**src/rtl/vx_raster_block_iter.sv**
```systemverilog
// Walks a rasterizer tile block by block (x fastest), culling blocks that lie
// fully outside any edge and emitting the surviving blocks with their edge values.
`ifndef VX_RASTER_PID_BITS
`define VX_RASTER_PID_BITS 16
`endif
`ifndef VX_RASTER_DIM_BITS
`define VX_RASTER_DIM_BITS 16
`endif
`ifndef RASTER_DATA_BITS
`define RASTER_DATA_BITS 32
`endif

module vx_raster_block_iter #(
    parameter string       INSTANCE_ID   = "",
    parameter int unsigned TILE_LOGSIZE  = 5,
    parameter int unsigned BLOCK_LOGSIZE = 2
) (
    input  logic                                        clk,
    input  logic                                        reset,
    input  logic                                        valid_in,
    output logic                                        ready_in,
    input  logic [`VX_RASTER_PID_BITS-1:0]              pid_in,
    input  logic [`VX_RASTER_DIM_BITS-1:0]              xloc_in,
    input  logic [`VX_RASTER_DIM_BITS-1:0]              yloc_in,
    input  logic [2:0][2:0][`RASTER_DATA_BITS-1:0]      edges_in,
    output logic                                        valid_out,
    input  logic                                        ready_out,
    output logic [`VX_RASTER_PID_BITS-1:0]              pid_out,
    output logic [`VX_RASTER_DIM_BITS-1:0]              xloc_out,
    output logic [`VX_RASTER_DIM_BITS-1:0]              yloc_out,
    output logic [2:0][2:0][`RASTER_DATA_BITS-1:0]      edges_out,
    output logic                                        busy
);
    localparam int unsigned PW = `VX_RASTER_PID_BITS;
    localparam int unsigned DW = `VX_RASTER_DIM_BITS;
    localparam int unsigned EW = `RASTER_DATA_BITS;
    localparam int unsigned CW = TILE_LOGSIZE - BLOCK_LOGSIZE;

    if (BLOCK_LOGSIZE == 0 || BLOCK_LOGSIZE >= TILE_LOGSIZE) begin : g_bad_cfg
        $error("%s: need 0 < BLOCK_LOGSIZE < TILE_LOGSIZE", INSTANCE_ID);
    end

    typedef enum logic {
        IDLE = 1'b0,
        WALK = 1'b1
    } state_t;

    state_t            state, state_n;
    logic [CW-1:0]     bx, bx_n;
    logic [CW-1:0]     by, by_n;

    logic [PW-1:0]         pid_r;
    logic [DW-1:0]         xloc_r;
    logic [DW-1:0]         yloc_r;
    logic [2:0][EW-1:0]    a_r;
    logic [2:0][EW-1:0]    b_r;
    logic [2:0][EW-1:0]    cur_e;
    logic [2:0][EW-1:0]    row_e;
    logic [2:0][EW-1:0]    bound;

    logic fire;
    logic reject;
    logic advance;

    // Largest increase an edge gains across a block: max(v,0) * (S-1).
    function automatic logic [EW-1:0] pos_span(input logic [EW-1:0] v);
        return v[EW-1] ? '0 : (v << BLOCK_LOGSIZE) - v;
    endfunction

    // Block is culled when even its most favourable corner is outside an edge.
    always_comb begin
        reject = 1'b0;
        bound  = '0;
        for (int i = 0; i < 3; i++) begin
            bound[i] = cur_e[i] + pos_span(a_r[i]) + pos_span(b_r[i]);
            if (bound[i][EW-1]) begin
                reject = 1'b1;
            end
        end
    end

    assign fire      = (state == IDLE) && valid_in;
    assign valid_out = (state == WALK) && !reject;
    assign advance   = (state == WALK) && (reject || ready_out);
    assign ready_in  = (state == IDLE);
    assign busy      = (state == WALK);

    always_ff @(posedge clk or negedge reset) begin
        if (!reset) begin
            state <= IDLE;
            bx    <= '0;
            by    <= '0;
        end else begin
            state <= state_n;
            bx    <= bx_n;
            by    <= by_n;
        end
    end

    always_comb begin
        state_n = state;
        bx_n    = bx;
        by_n    = by;
        case (state)
            IDLE: begin
                if (valid_in) begin
                    state_n = WALK;
                    bx_n    = '0;
                    by_n    = '0;
                end
            end
            WALK: begin
                if (advance) begin
                    if (&bx) begin
                        bx_n = '0;
                        if (&by) begin
                            state_n = IDLE;
                        end else begin
                            by_n = by + CW'(1);
                        end
                    end else begin
                        bx_n = bx + CW'(1);
                    end
                end
            end
            default: state_n = IDLE;
        endcase
    end

    // Item and incremental edge values; only meaningful while walking.
    always_ff @(posedge clk) begin
        if (fire) begin
            pid_r  <= pid_in;
            xloc_r <= xloc_in;
            yloc_r <= yloc_in;
            for (int i = 0; i < 3; i++) begin
                a_r[i]   <= edges_in[i][0];
                b_r[i]   <= edges_in[i][1];
                cur_e[i] <= edges_in[i][2];
                row_e[i] <= edges_in[i][2];
            end
        end else if (advance) begin
            for (int i = 0; i < 3; i++) begin
                if (&bx) begin
                    row_e[i] <= row_e[i] + (b_r[i] << BLOCK_LOGSIZE);
                    cur_e[i] <= row_e[i] + (b_r[i] << BLOCK_LOGSIZE);
                end else begin
                    cur_e[i] <= cur_e[i] + (a_r[i] << BLOCK_LOGSIZE);
                end
            end
        end
    end

    assign pid_out  = pid_r;
    assign xloc_out = xloc_r + (DW'(bx) << BLOCK_LOGSIZE);
    assign yloc_out = yloc_r + (DW'(by) << BLOCK_LOGSIZE);

    always_comb begin
        edges_out = '0;
        for (int i = 0; i < 3; i++) begin
            edges_out[i][0] = a_r[i];
            edges_out[i][1] = b_r[i];
            edges_out[i][2] = cur_e[i];
        end
    end

endmodule

```
**config.mk**
```make
export PLATFORM = sky130hd
export DESIGN_NAME = vx_raster_block_iter
export DESIGN_NICKNAME = d
export VERILOG_FILES = /design/src/rtl/vx_raster_block_iter.sv
export SDC_FILE = /design/constraint.sdc
export NUM_CORES = 2
export LEC_CHECK = 0
export ABC_CLOCK_PERIOD_IN_PS = 30800
export BUFFER_PORTS_ARGS = -buffer_cell sky130_fd_sc_hd__buf_4
export CORE_AREA = 3 3 213 424
export CTS_CLUSTER_DIAMETER = 100
export DETAILED_ROUTE_END_ITERATION = 8
export DIE_AREA = 0 0 216 427
export HOLD_SLACK_MARGIN = 0.03
export PLACE_DENSITY_LB_ADDON = 0.3
export SLEW_MARGIN = 20
export SYNTH_ARGS = -nofsm -noshare
export SYNTH_HDL_FRONTEND = slang
export SYNTH_SLANG_ARGS = --single-unit
export TNS_END_PERCENT = 20
```
**constraint.sdc**
```tcl
create_clock -name clk -period 30.8 [get_ports clk]
set_input_delay 6.16 -clock clk [delete_from_list [all_inputs] [get_ports clk]]
set_output_delay 6.16 -clock clk [all_outputs]
set_load 0.05 [all_outputs]
```
==> summary.md <==
| Metric | Value |
|---|---|
| CP Max Fanout | `6` |
| Fin crit period | `13840 ps` |
| PD cells | `around 73 nW/um^2` |
| RSZ-0062 raised after global routing | `false` |
| Relative slew margins | `0.251` |
| Cell Area, Synth | `just under 40000 um^2` |
| Tcrit/Tclk final | `0.449` |
| Ys Warns | `0` |
| Die Y | `427 um` |
| Critical path's slowest cell | `a2111oi_0` |
| Setup CP Type | `flip-flop to primary output` |
| Clock skew | `about 40 ps` |
| Buffers on Ports | `678` |
| Initial DRC count | `1946` |
| Yosys cell types | `approximately 90` |
| Crit end category | `primary output` |
| Final Hold Fails | `0` |
| Max-slew violation count | `0` |
| Die area | `92200 um^2` |
| Vias in the first global route | `37.0k` |
| Sink Count | `439` |
| CP peak stage delay | `790 ps` |
| Filler cells | `8102` |
| CTS buffer count | `45` |
| DRC violations left | `0` |
| Core Rows | `153` |
| Most frequent cells in the layout | `706 x buf_4, 453 x ha_1, 436 x nor2_1, 432 x edfxtp_1, 369 x inv_1` |
| Die X | `216 um` |
| Worst-Skew Late Latency | `630 ps` |
| Yosys reg bits | `439` |
| Area delta synth->final | `20.3%` |
| Achievable Freq | `0.0722 GHz` |
| Num ports | `679` |
| Startpoint Class | `flip-flop` |
| WL final | `135000 um` |
| TritonCTS clock tree | `built` |
| Async set-reset flop share out of synthesis | `0.0159` |
| WL/cell | `22.1 um` |
| Initial antenna violation count | `13` |
| Max-Cap Viols | `0` |
| Commonest non-fill, non-tap cell in the layout | `buf_4` |
| Layout Nets | `~5.8k` |
| Endpoints failing setup | `0` |
| Layout cells sized above 1 | `0.167` |
| # resized after CTS | `0` |
| Reg clk slew, reported paths | `70 ps` |
| Mean Syn Cell Area | `9.21 um^2` |
| Final GP Congestion | `0.972` |
| Overall Power | `3.42 mW` |
| Hold Buf Count CTS | `0` |
| Post-synth EDFFs | `432` |
| Max rail drop VDD | `0.0000603 V` |
| Synth Net Count | `5143` |
| Via count | `~35k` |
| Worst-path cell chain | `ha_1 -> a21oi_1 -> o21ai_1 -> a2111oi_0 -> o31ai_1 -> a21oi_1 -> o2111ai_1 -> and3_1 -> o31a_1 -> o21ai_1 -> nand3_1 -> nor4_1 -> fa_1 -> ha_1 -> nand4_1 -> a21oi_1 -> o21ai_1 -> a31oi_1 -> xnor2_1 -> xor3_1 -> nor2_1 -> buf_4` |
| Multi-input gate area | `24300 um^2` |
| Arrival @ worst endpoint | `~7700 ps` |
| Final core area utilization | `0.540` |
| Gr ovfl total | `0` |
| First-pass GRT wire length | `201000 um` |
| Post-Syn Instances | `roughly 4.3k` |
| Detailed placement HPWL | `110000 um` |
| Core Box Area | `87300 um^2` |
| DR vias/cell | `~5.7` |
| Initial cell density of the core | `0.448` |
| Hold Path Class | `flip-flop to flip-flop` |
| Detail Route Antenna Nets | `0` |
| Largest net degree at the start of global routing | `135` |
| Post-synthesis sequential area ratio | `0.336` |
| TritonRoute pass-1 iters | `7` |
| Register area | `13100 um^2` |
| CP required | `~25000 ps` |
| Status | `finished clean` |
| Slew of the pin with the lowest slew margin | `approximately 1100 ps` |
| Root Driver | `clkbuf_16` |
| Post-CTS Setup Inserts | `0` |
| Most used DFF post-synth | `edfxtp_1` |
| Clock Tree Buf Depth | `3` |
| Htree depth | `2` |
| Gr usage total | `0.283` |
| Leak pwr | `between 20 and 25 nW` |
| TNS Setup | `0 ps` |
-- stage by stage --
step                setup WS [ps]  cell area, um^2  hold slack, ps  std cells
global placement            17750            45600             500       6039
CTS                         17000            47100             521       6121
global route                16610            47100             552       6121
floorplan                   16520            39100             494       4251
finish                      16960            47100             514       6130
detailed placement          17710            45600             513       6039
-- critical path: cells and delay by family (launching register included) --
kind	cells	cell delay [ps]
compound gates	11	3460
fa+ha+maj	3	1180
simple gates	5	1160
xor+xnor	2	520
flops	1	480
buf+inv	1	230
-- area by class of cell --
class                   instances  area share
diodes                          9    0.000478
clock buffers                  54      0.0251
clock inverters                28     0.00537
inverters                     373      0.0299
multi-input cells            3359       0.517
flip-flops and latches        439       0.279
well taps                    1162      0.0309
repair buffers                706       0.113
-- Yosys cell counts (all sizes together) (30+ instances only) --
library cell	number	share of area
a211oi	45	0.0088
a21o	194	0.037
a21oi	353	0.045
a31oi	40	0.0064
and3	30	0.0048
clkbuf	69	0.0066
edfxtp	432	0.33
fa	98	0.050
ha	454	0.15
inv	372	0.036
nand2	363	0.035
nand2b	71	0.011
nand3	63	0.0081
nand4	39	0.0062
nor2	438	0.042
nor2b	48	0.0077
nor3	69	0.0088
o21a	64	0.012
o21ai	268	0.034
o21bai	32	0.0061
xnor2	188	0.042
xor2	139	0.031
-- logic make-up after synthesis --
logic type      after synthesis  synth area share
fa+ha+maj                   552             0.195
simple gates               1242             0.145
xor+xnor                    330            0.0749
mux                          28           0.00761
flops                       439             0.336
buf+inv                     453            0.0438
compound gates             1207             0.197
-- layer usage --
layer	track usage	up-vias	wire, um
met5	0	-	62
met4	0.196	8	10900
met3	0.0463	473	7740
met2	0.555	1344	73100
met1	0.261	16700	43700
li1	-	16700	-
-- power breakdown --
group / switching, mW / leakage, nW / internal [mW]
registers: 0.119 / 4.11 / 0.856
logic: 1.17 / 16.8 / 0.717
clock network: 0.254 / 0.708 / 0.308
-- registers in the layout, indices dropped and copies added (netlist names) --
signal,count
pid_out,16
by,3
edges_out,288
busy,1
yloc_r,16
xloc_r,16
bx,3
row_e,96
-- worst paths after layout --
check | startpoint | to | slack (ps) | cells past startpoint
hold reg to reg | row_e[33]$_DFFE_PP_ | edges_out[161]$_DFFE_PP_ | 510 | 1
max in group asynchronous | reset | busy$_DFF_PN0_ | 25310 | 1
setup reg to reg | edges_out[0]$_DFFE_PP_ | edges_out[272]$_DFFE_PP_ | 22370 | 26
setup / recovery | edges_out[192]$_DFFE_PP_ | valid_out | 16960 | 22
hold / removal | row_e[33]$_DFFE_PP_ | edges_out[161]$_DFFE_PP_ | 510 | 1
min in group asynchronous | reset | by[0]$_DFFE_PN0P_ | 5350 | 1
No activity file was read; power rests on OpenSTA's default activity.
